**src/rtl/core_sequencer.sv**
```systemverilog
`default_nettype none
// ============================================================================
//  Module   : core_sequencer
//  Brief    : Multi-cycle RV32I control FSM (FETCH/DECODE/EXEC/MEM/WB/TRAP).
//             Owns the PC, the instruction register, both memory handshakes
//             and the register-file write strobe; raises a sticky trap.
//  Revision : 1.0 - initial release
// ============================================================================
module core_sequencer #(
    parameter logic [31:0] RESET_PC = 32'h0000_0000,
    parameter int          TIMEOUT  = 16
) (
    input  logic        clk,
    input  logic        reset,
    output logic        imem_req,
    output logic [31:0] imem_addr,
    input  logic        imem_ack,
    input  logic [31:0] imem_rdata,
    output logic [31:0] ir,
    input  logic        dec_illegal,
    input  logic        dec_load,
    input  logic        dec_store,
    input  logic        dec_wb,
    input  logic        dec_redirect,
    input  logic [31:0] dec_target,
    output logic        dmem_req,
    output logic        dmem_we,
    input  logic        dmem_ack,
    output logic        rf_we,
    output logic [31:0] pc,
    output logic [2:0]  state_o,
    output logic        trap,
    output logic [1:0]  trap_cause,
    output logic [31:0] retired
);

    // The wait counter holds 0..TIMEOUT-1; the last value is the expiry cycle.
    localparam int c_TMO_W = (TIMEOUT < 2) ? 1 : $clog2(TIMEOUT);
    localparam logic [c_TMO_W-1:0] c_TMO_LAST = c_TMO_W'(TIMEOUT - 1);

    localparam logic [1:0] c_CAUSE_ILLEGAL   = 2'b01;
    localparam logic [1:0] c_CAUSE_MISALIGN  = 2'b10;
    localparam logic [1:0] c_CAUSE_TIMEOUT   = 2'b11;

    typedef enum logic [2:0] {
        S_FETCH  = 3'd0,
        S_DECODE = 3'd1,
        S_EXEC   = 3'd2,
        S_MEM    = 3'd3,
        S_WB     = 3'd4,
        S_TRAP   = 3'd5
    } state_t;

    state_t               r_state;
    logic [31:0]          r_pc;
    logic [31:0]          r_ir;
    logic [31:0]          r_retired;
    logic                 r_trap;
    logic [1:0]           r_cause;
    logic [c_TMO_W-1:0]   r_tmo;

    logic                 w_tmo_hit;
    logic                 w_misaligned;

    assign w_tmo_hit    = (r_tmo == c_TMO_LAST);
    assign w_misaligned = dec_redirect && (dec_target[1:0] != 2'b00);

    // Requests and the write strobe follow the state directly; reset masks
    // them so an in-flight handshake is dropped immediately.
    assign imem_req   = (r_state == S_FETCH) && !reset;
    assign imem_addr  = r_pc;
    assign dmem_req   = (r_state == S_MEM) && !reset;
    assign dmem_we    = dmem_req && dec_store;
    assign rf_we      = (r_state == S_WB) && !reset && dec_wb && !dec_store && !w_misaligned;

    assign ir         = r_ir;
    assign pc         = r_pc;
    assign state_o    = r_state;
    assign trap       = r_trap;
    assign trap_cause = r_cause;
    assign retired    = r_retired;

    // Sequencer: state, PC, IR, retire count, trap flag and wait counter.
    always_ff @(posedge clk) begin
        if (reset) begin
            r_state   <= S_FETCH;
            r_pc      <= RESET_PC;
            r_ir      <= '0;
            r_retired <= '0;
            r_trap    <= 1'b0;
            r_cause   <= 2'b00;
            r_tmo     <= '0;
        end else begin
            case (r_state)
                S_FETCH: begin
                    // An ack on the expiry cycle still wins over the timeout.
                    if (imem_ack) begin
                        r_ir    <= imem_rdata;
                        r_tmo   <= '0;
                        r_state <= S_DECODE;
                    end else if (w_tmo_hit) begin
                        r_tmo   <= '0;
                        r_trap  <= 1'b1;
                        r_cause <= c_CAUSE_TIMEOUT;
                        r_state <= S_TRAP;
                    end else begin
                        r_tmo   <= r_tmo + c_TMO_W'(1);
                    end
                end
                S_DECODE: begin
                    if (dec_illegal) begin
                        r_trap  <= 1'b1;
                        r_cause <= c_CAUSE_ILLEGAL;
                        r_state <= S_TRAP;
                    end else begin
                        r_state <= S_EXEC;
                    end
                end
                S_EXEC: begin
                    // A decode claiming both load and store is malformed.
                    if (dec_load && dec_store) begin
                        r_trap  <= 1'b1;
                        r_cause <= c_CAUSE_ILLEGAL;
                        r_state <= S_TRAP;
                    end else if (dec_load || dec_store) begin
                        r_state <= S_MEM;
                    end else begin
                        r_state <= S_WB;
                    end
                end
                S_MEM: begin
                    if (dmem_ack) begin
                        r_tmo   <= '0;
                        r_state <= S_WB;
                    end else if (w_tmo_hit) begin
                        r_tmo   <= '0;
                        r_trap  <= 1'b1;
                        r_cause <= c_CAUSE_TIMEOUT;
                        r_state <= S_TRAP;
                    end else begin
                        r_tmo   <= r_tmo + c_TMO_W'(1);
                    end
                end
                S_WB: begin
                    // A misaligned redirect faults without retiring.
                    if (w_misaligned) begin
                        r_trap  <= 1'b1;
                        r_cause <= c_CAUSE_MISALIGN;
                        r_state <= S_TRAP;
                    end else begin
                        r_retired <= r_retired + 32'd1;
                        r_pc      <= dec_redirect ? dec_target : (r_pc + 32'd4);
                        r_state   <= S_FETCH;
                    end
                end
                S_TRAP: begin
                    // Parked until reset; cause, PC and IR stay frozen.
                    r_state <= S_TRAP;
                end
                default: begin
                    r_state <= S_TRAP;
                end
            endcase
        end
    end

endmodule
`default_nettype wire
```
**config.mk**
```make
export PLATFORM = sky130hd
export DESIGN_NAME = core_sequencer
export DESIGN_NICKNAME = d
export VERILOG_FILES = /design/src/rtl/core_sequencer.sv
export SDC_FILE = /design/constraint.sdc
export NUM_CORES = 1
export LEC_CHECK = 0
export ABC_AREA = 0
export BUFFER_PORTS_ARGS = -buffer_cell sky130_fd_sc_hd__buf_2
export CAP_MARGIN = 20
export CORE_MARGIN = 1.5
export CORE_UTILIZATION = 50
export DETAILED_ROUTE_END_ITERATION = 6
export HOLD_SLACK_MARGIN = 0.06
export PLACE_DENSITY = 0.85
export SYNTH_ARGS = -nofsm -noshare
export SYNTH_HDL_FRONTEND = slang
export SYNTH_SLANG_ARGS = --single-unit
```
**constraint.sdc**
```tcl
create_clock -name clk -period 2.2 [get_ports clk]
set_input_delay 0.33 -clock clk [delete_from_list [all_inputs] [get_ports clk]]
set_output_delay 0.33 -clock clk [all_outputs]
set_load 0.02 [all_outputs]
```
After elaboration in Yosys (flattened, before gate mapping) --
Cells that the tools add are included. W data, S select, Z words.
Word-level totals: register bits after elaboration 106, word-level logic and storage cells 68
Cells by class: add/subtract/negate cells 3, equality and inequality tests 10, mux-type cells 27, bitwise logic cells 1, reduce and logical (&&, ||, !) cells 20
Operator list (number):
- $add A32 B1 Y32 const B | 1
- $add A32 B3 Y32 const B | 1
- $mux W32 | 1
- $mux W3 | 7
- $pmux W3 S5 | 1
- $mux W2 | 6
- $mux W4 | 3
- $ne A2 B2 Y1 const B | 5
- $pmux W2 S5 | 1
- $logic_and A1 B1 Y1 | 9
- $pmux W4 S2 | 1
- $eq A3 B2 Y1 const B | 2
- $mux W1 | 6
- $reduce_and A6 Y1 | 1
- $pmux W1 S5 | 1
- $reduce_bool A5 Y1 | 1
- $add A4 B1 Y4 const B | 1
- $eq A4 B4 Y1 const B | 1
- $reduce_and A2 Y1 | 2
- $reduce_bool A2 Y1 | 2
- $eq A3 B1 Y1 const B | 1
- $eq A3 B3 Y1 const B | 1
- $logic_not A1 Y1 | 3
- $logic_not A3 Y1 | 1
- 2 further kinds | 2

Depth between registers and ports, before layout --
Gate-level depths: netlist of run 1.
word-level depth 5, mapped depth 7, depth with buffers taken out 6

Worst setup path after synthesis of run 1 --
OpenSTA, ideal clock, no wires.
path type flip-flop to flip-flop, from register r_pc[2], in the netlist imem_addr[2], to register r_pc[30], in the netlist imem_addr[30], setup time 0.086 ns, arrival time 1.844 ns, required time 2.114 ns, slack 0.271 ns, stages on the path, launching flop included 6, clock period less this slack 1.929 ns, path through dfxtp_1 -> ha_1 -> and3_1 -> nand4_2 -> or4_1 -> a211oi_1
On the way: word-level cells in the longest chain between the ends 2
Ends and longest elaborated chain:
- start, declared | RTL line 55 | logic [31:0] r_pc;
- start signal, assigned | RTL line 152 | r_pc <= dec_redirect ? dec_target : (r_pc + 32'd4);
- $add A32 B3 Y32 | RTL line 152
- $mux W32 | RTL line 152
Every way passes these cells. A chain may end at the register's enable or synchronous reset.

Worst setup path after layout of run 1 --
from register r_state[0], in the netlist state_o[0], to output rf_we
On the way: word-level cells in the longest chain between the ends 5
Ends and longest elaborated chain:
- start, declared | RTL line 54 | state_t r_state;
- start signal, assigned | RTL line 86 | r_state <= S_FETCH;
- start signal, assigned | RTL line 100 | r_state <= S_DECODE;
- start signal, assigned | RTL line 105 | r_state <= S_TRAP;
- $eq A3 B3 Y1 | RTL line 74 | assign rf_we = (r_state == S_WB) && !reset && dec_wb && !dec_store && !w_misaligned;
- $logic_and A1 B1 Y1 (4 in a row) | RTL line 74
- end, declared | RTL line 29 | output logic rf_we,
Every way passes these cells.

==> flow_metrics.py, run 1 <==
metrics = {
    "synth": {
        "seq_area_frac_synth_pct": 36.6,
        "synth_cells": 729,
        "yosys_warnings": 0,
        "ys_async_sr_fraction_pct": 0,
        "synth_edf_count": 0,
        "syn_area_per_cell_sq_um": 7.96,
        "synth_cell_types": 62,
        "ys_seq_elements": 106,
        "ys.flop_type": "dfxtp_1",
        "synth_nets": 807,
        "syn_area_sq_um": 5810,
    },
    "power_and_ir_drop": {
        "power_density_nw_per_um2": 685,
        "vdd_drop_max_uv": 668,
        "p_leak_nw": 3.17,
    },
    "clocking": {
        "numCtsBuffers": 9,
        "cts_max_level": 3,
        "root_buffer": "clkbuf_16",
        "worstSkewPairLatency_ns": 0.36,
        "cts_buffer_depth": 2,
        "cts_sinks": 106,
        "clk_pin_slew_worst_paths_ns": 0.07,
        "cts_tree": "yes",
    },
    "worst_setup_path": {
        "crit_path_start_kind": "register",
        "crit_type": "reg2out",
        "critPathMaxStageDelay_ns": 0.40,
        "rr_startpoint": "imem_addr[9]",
        "cp_slowest_cell": "dfxtp_1",
        "r2r_cells": 5,
        "cp_top_family": "simple AND/OR/NAND/NOR gates",
        "r2r_slack_ns": 0.16,
        "cp.depth": 5,
        "cp_data_required_time_ns": 1.87,
        "crit_chain": "nor3b_4, nand2_2, nor2_1, and3_1, buf_2",
        "crit_fanout": 8,
        "startpoint": "state_o[0]",
        "cp-end-kind": "output port",
        "crit_end": "rf_we",
        "arrival_ns": 1.75,
        "r2r-end": "imem_addr[21]",
        "critical_path_buf_inv_count": 1,
    },
    "hold_path": {
        "hp-class": "in2reg",
        "min_from": "imem_rdata[24]",
    },
    "sta": {
        "relSlewSlack_pct": 71.0,
        "finalCritPeriodShare_pct": 94.6,
        "rsz0062_at_grt": "false",
        "setup_viol": 0,
        "finalHoldViolations": 0,
        "fin_setup_tns_ns": 0,
        "finalCriticalPeriod_ns": 2.08,
        "fmax_mhz": 481,
        "finClkSkew_ns": 0.00684,
        "slew_violations": 0,
        "worst_slew_pin_slew_ns": 0.423,
        "setup_ws_ns": 0.119,
    },
    "route": {
        "route.detailed.drc": 0,
        "num_vias": 6226,
        "drt_wl_total_microns": 16700,
        "vias_per_cell": 5.94,
        "dr.pass1.iters": 5,
        "wl_per_cell_microns": 15.9,
        "drt_iter0_markers": 489,
        "ant_nets": 0,
    },
    "cells_and_area": {
        "multiInputGateArea_sq_um": 3160,
        "seqCellArea_sq_um": 2120,
        "num-nets-final": 978,
        "n_antenna_cell": 0,
        "syn_to_final_growth_pct": 24.1,
        "stdcell_area_sq_um": 7200,
        "drive_above_1_share_pct": 32.0,
        "fillers": 1035,
        "final_core_util_pct": 63.4,
    },
    "floorplanning": {
        "ios": 211,
        "die_x_microns": 111,
        "fp.dieArea_sq_um": 12300,
        "die_h_microns": 111,
        "initial_utilization_pct": 51.1,
        "core_sq_um": 11400,
        "row_count": 39,
    },
    "placed_design": {
        "gp_congestion": 0.922,
        "postPlaceCellArea_sq_um": 6860,
        "io_buffers": 210,
        "post-place-ws_ns": 0.200,
        "dp_hpwl_microns": 11800,
    },
    "global_routing": {
        "grt_max_degree": 83,
        "grt_first_pass_wirelength_microns": 27500,
        "grt-ovfl-total": 0,
        "antenna_found_initial": 0,
        "grt_pass1_vias": 5536,
        "gr-usage-all-layers_pct": 26.9,
    },
    "status": {
        "status": "finished clean",
    },
    "run": {
        "cap_viol_max_count": 0,
    },
}
## cell usage after synthesis (all sizes together), types with 4 or more instances
cell	count	area, sq um
a211oi	6	45.0
a21boi	4	30.0
a21o	6	45.0
a21oi	66	330
a31oi	8	50.1
a32o	8	80.1
and2	8	50.1
and3	16	100
and4	14	123
buf	46	317
clkbuf	43	161
dfxtp	106	2120
ha	5	62.6
inv	11	41.3
nand2	98	370
nand3	34	170
nand4	29	188
nand4b	4	35.0
nor2	30	113
nor2b	7	43.8
nor3	11	55.1
nor3b	5	48.8
nor4	8	50.1
o211ai	4	30.0
o21a	5	37.5
o21ai	28	144
o221ai	4	35.0
o311ai	15	131
o31ai	10	75.1
o41ai	15	131
or2	15	93.8
or3	12	75.1
or4	9	67.6
## placed cells by master (no fill, tap or decap), types with 10 or more instances in the layout
cell type,instances
nand3_1,34
o311ai_0,15
or2_2,15
o21ai_0,27
buf_2,210
nor2_1,30
inv_1,11
or3_1,12
dfxtp_1,105
o31ai_1,10
nand2_1,97
o41ai_1,15
nor3_1,11
buf_4,37
and3_1,16
a21oi_1,66
nand4_1,28
and4_1,14
## worst min-delay path: cells and delay by family
kind / cells / cell delay (ns)
AND/OR/NAND/NOR: 1 / 0.04
buffers and inverters: 1 / 0.09
AO/OA/AOI/OAI: 1 / 0.05
## stage by stage
stage               power (mW)  hold slack (ns)  std cells
floorplan                 2.83            0.462        729
global placement          3.16            0.438       1030
detailed placement        3.18            0.443       1030
CTS                       4.96            0.193       1046
global route              5.15            0.200       1048
finish                    4.94            0.204       1048
## routing by layer
layer	up-vias	global-route usage (%)	wire (microns)
met5	-	0	0
met2	262	43.6	7920
met4	0	10.0	407
met3	34	6.12	1210
li1	3036	-	-
met1	2894	35.0	7170
## cell families after synthesis
group / synth area share (%)
xor+xnor: 0.754
buf+inv: 8.94
flops: 36.6
mux: 0.927
simple gates: 28.7
compound gates: 23.0
fa+ha+maj: 1.08
## worst min path at each step
stage	cells past startpoint	endpoint
after floorplan	2	r_tmo[1]
after global placement	2	ir[0]
after detailed placement	2	ir[0]
after CTS	3	ir[24]
after global routing	3	ir[17]
final	3	ir[24]
## final cells by class
class / instances / share of cell area [%]
clock inverters: 6 / 1.35
well taps: 143 / 2.48
multi-input cells: 523 / 43.9
clock buffers: 10 / 3.18
inverters: 11 / 0.573
flip-flops and latches: 106 / 29.5
repair buffers: 249 / 19.0
## flip-flops by register name (all words and copies together), names as in the netlist
signal,flops
trap,1
state_o,3
trap_cause,2
retired,32
ir,32
imem_addr,32
r_tmo,4
## power breakdown
part           switching, mW  internal, mW  leakage [nW]
Clock                  0.772          1.02         0.159
Combinational          0.646         0.376          2.15
Sequential            0.0933          2.04         0.861
## repair_timing
action,in CTS,in global routing
hold buffers,0,0
endpoints found under the setup margin,0,1
setup buffers,0,2
resized for setup,0,1
No activity file was read; power rests on OpenSTA's default activity.
==> inputs of run 2 (changes only) <==
--- a/config.mk
+++ b/config.mk
@@ -9,10 +9,10 @@
 export BUFFER_PORTS_ARGS = -buffer_cell sky130_fd_sc_hd__buf_2
 export CAP_MARGIN = 20
 export CORE_MARGIN = 1.5
-export CORE_UTILIZATION = 50
+export CORE_UTILIZATION = 54
 export DETAILED_ROUTE_END_ITERATION = 6
 export HOLD_SLACK_MARGIN = 0.06
-export PLACE_DENSITY = 0.85
+export PLACE_DENSITY = 0.95
 export SYNTH_ARGS = -nofsm -noshare
 export SYNTH_HDL_FRONTEND = slang
 export SYNTH_SLANG_ARGS = --single-unit
==> constraint.sdc (replaced) <==
create_clock -name clk -period 2.4 [get_ports clk]
set_input_delay 0.36 -clock clk [delete_from_list [all_inputs] [get_ports clk]]
set_output_delay 0.36 -clock clk [all_outputs]
set_load 0.02 [all_outputs]
==> run 2 against run 1 <==
- hold slack gained 0.0062 ns
- combinational power decreased by 9.7%
- critical endpoint unchanged
- largest power group unchanged
- global-route usage grew 2.0 points
- sequential power down 8%
- register-to-register slack better by 0.19 ns
==> flow_metrics.py, run 2 (same netlist as run 1, synthesis figures left out) <==
metrics = {
    "status": {
        "status": "finished clean",
    },
    "worst_setup_path": {
        "r2r_slack_ns": 0.35,
        "rr_startpoint": "imem_addr[6]",
        "critical_path_buf_inv_count": 1,
        "cp_slowest_cell": "nor3b_4",
        "cp.depth": 5,
        "r2r_cells": 4,
        "startpoint": "state_o[1]",
        "cp-end-kind": "output port",
        "crit_fanout": 12,
        "cp_data_required_time_ns": 2.04,
        "crit_chain": "nor3b_4, nand2_2, nor2_1, and3_1, buf_2",
        "critPathMaxStageDelay_ns": 0.37,
        "arrival_ns": 1.90,
        "r2r-end": "imem_addr[30]",
        "crit_end": "rf_we",
        "crit_path_start_kind": "register",
        "crit_type": "reg2out",
        "cp_top_family": "simple AND/OR/NAND/NOR gates",
    },
    "placed_design": {
        "dp_hpwl_microns": 12000,
        "io_buffers": 210,
        "gp_congestion": 0.927,
    },
    "clocking": {
        "clk_pin_slew_worst_paths_ns": 0.11,
        "cts_buffer_depth": 2,
        "worstSkewPairLatency_ns": 0.37,
        "ctsHoldBuffers": 0,
        "cts_max_level": 3,
        "root_buffer": "clkbuf_8",
        "cts_tree": "yes",
        "numCtsBuffers": 9,
        "cts_sinks": 106,
    },
    "sta": {
        "rsz0062_at_grt": "false",
        "relSlewSlack_pct": 52.0,
        "fin_hold_ws_ns": 0.211,
        "finalCriticalPeriod_ns": 2.26,
        "slew_violations": 0,
        "finalCritPeriodShare_pct": 94.0,
        "worst_slew_pin_slew_ns": 0.718,
        "fmax_mhz": 443,
        "finalHoldViolations": 0,
        "fin_setup_tns_ns": 0,
        "finClkSkew_ns": 0.0179,
        "setup_viol": 0,
    },
    "floorplanning": {
        "die_x_microns": 107,
        "fp.dieArea_sq_um": 11400,
        "ios": 211,
        "core_sq_um": 10400,
        "row_count": 37,
        "die_h_microns": 107,
        "initial_utilization_pct": 56.0,
    },
    "route": {
        "wl_per_cell_microns": 16.3,
        "drt_wl_total_microns": 16900,
        "ant_nets": 0,
        "drt_iter0_markers": 487,
        "dr.pass1.iters": 5,
        "num_vias": 6299,
        "route.detailed.drc": 0,
        "vias_per_cell": 6.10,
    },
    "cells_and_area": {
        "num-nets-final": 970,
        "final_core_util_pct": 67.4,
        "layout_commonest_cell": "buf_2",
        "n_antenna_cell": 0,
        "drive_above_1_share_pct": 31.4,
        "syn_to_final_growth_pct": 20.3,
        "final_cell_mix": "buf_2 (210), dfxtp_1 (106), nand2_1 (97)",
    },
    "global_routing": {
        "grt_pass1_vias": 5600,
        "grt-ovfl-total": 0,
        "grt_first_pass_wirelength_microns": 26700,
        "gr-usage-all-layers_pct": 28.9,
        "antenna_found_initial": 0,
        "grt_max_degree": 41,
    },
    "hold_path": {
        "hp-class": "in2reg",
    },
    "power_and_ir_drop": {
        "vdd_drop_max_uv": 391,
        "p_leak_nw": 3.06,
        "power_density_nw_per_um2": 571,
    },
    "run": {
        "cap_viol_max_count": 0,
    },
}
## run 2: report_power, final
part           internal, mW  leakage, nW  switching (mW)  total, mW
combinational         0.327         2.10           0.594      0.921
sequential             1.87        0.860          0.0837       1.95
clock                 0.441        0.105           0.680       1.12
## run 2: timing repair
action	CTS	global route
setup buffers	0	1
endpoints found under the setup margin	0	2
gates resized for setup	0	0
## run 2: worst min path at each step
stage                   startpoint  endpoint  slack (ns)  cells after the start
CTS                  imem_rdata[1]     ir[1]        0.19                      3
floorplan                 r_tmo[1]  r_tmo[1]        0.46                      2
detailed placement           ir[3]     ir[3]        0.44                      2
global placement             ir[1]     ir[1]        0.44                      2
global route        imem_rdata[26]    ir[26]        0.18                      3
finish               imem_rdata[2]     ir[2]        0.21                      3
## run 2: area by class of cell
class                   instances  area, sq um
multi-input cells             523         3160
clock buffers                  10          138
repair buffers                241         1280
inverters                      11         41.3
clock inverters                 6         67.6
flip-flops and latches        106         2120
fillers                       877         3380
well taps                     136          170
## run 2: through the flow
step	instances	power (mW)	area, sq um	setup slack (ns)
final	1033	3.99	6990	0.143
after global routing	1033	4.20	6990	0.0312
after CTS	1032	4.02	6980	0.118
after detailed placement	1016	2.90	6770	0.273
after global placement	1016	2.88	6770	0.306
after floorplan	729	2.59	5810	0.471
## run 2: per-layer routing
| metal | part of all wire, % | global-route usage (%) |
|---|---|---|
| met1 | 41 | 36.1 |
| met2 | 48 | 48.3 |
| met3 | 8.2 | 6.26 |
| met4 | 3.3 | 11.8 |
| met5 | 0 | 0 |
## run 2: tightest hold or removal path: stages
cell	delay, ns
buf_2	0.09
nand2_1	0.04
a21oi_1	0.05
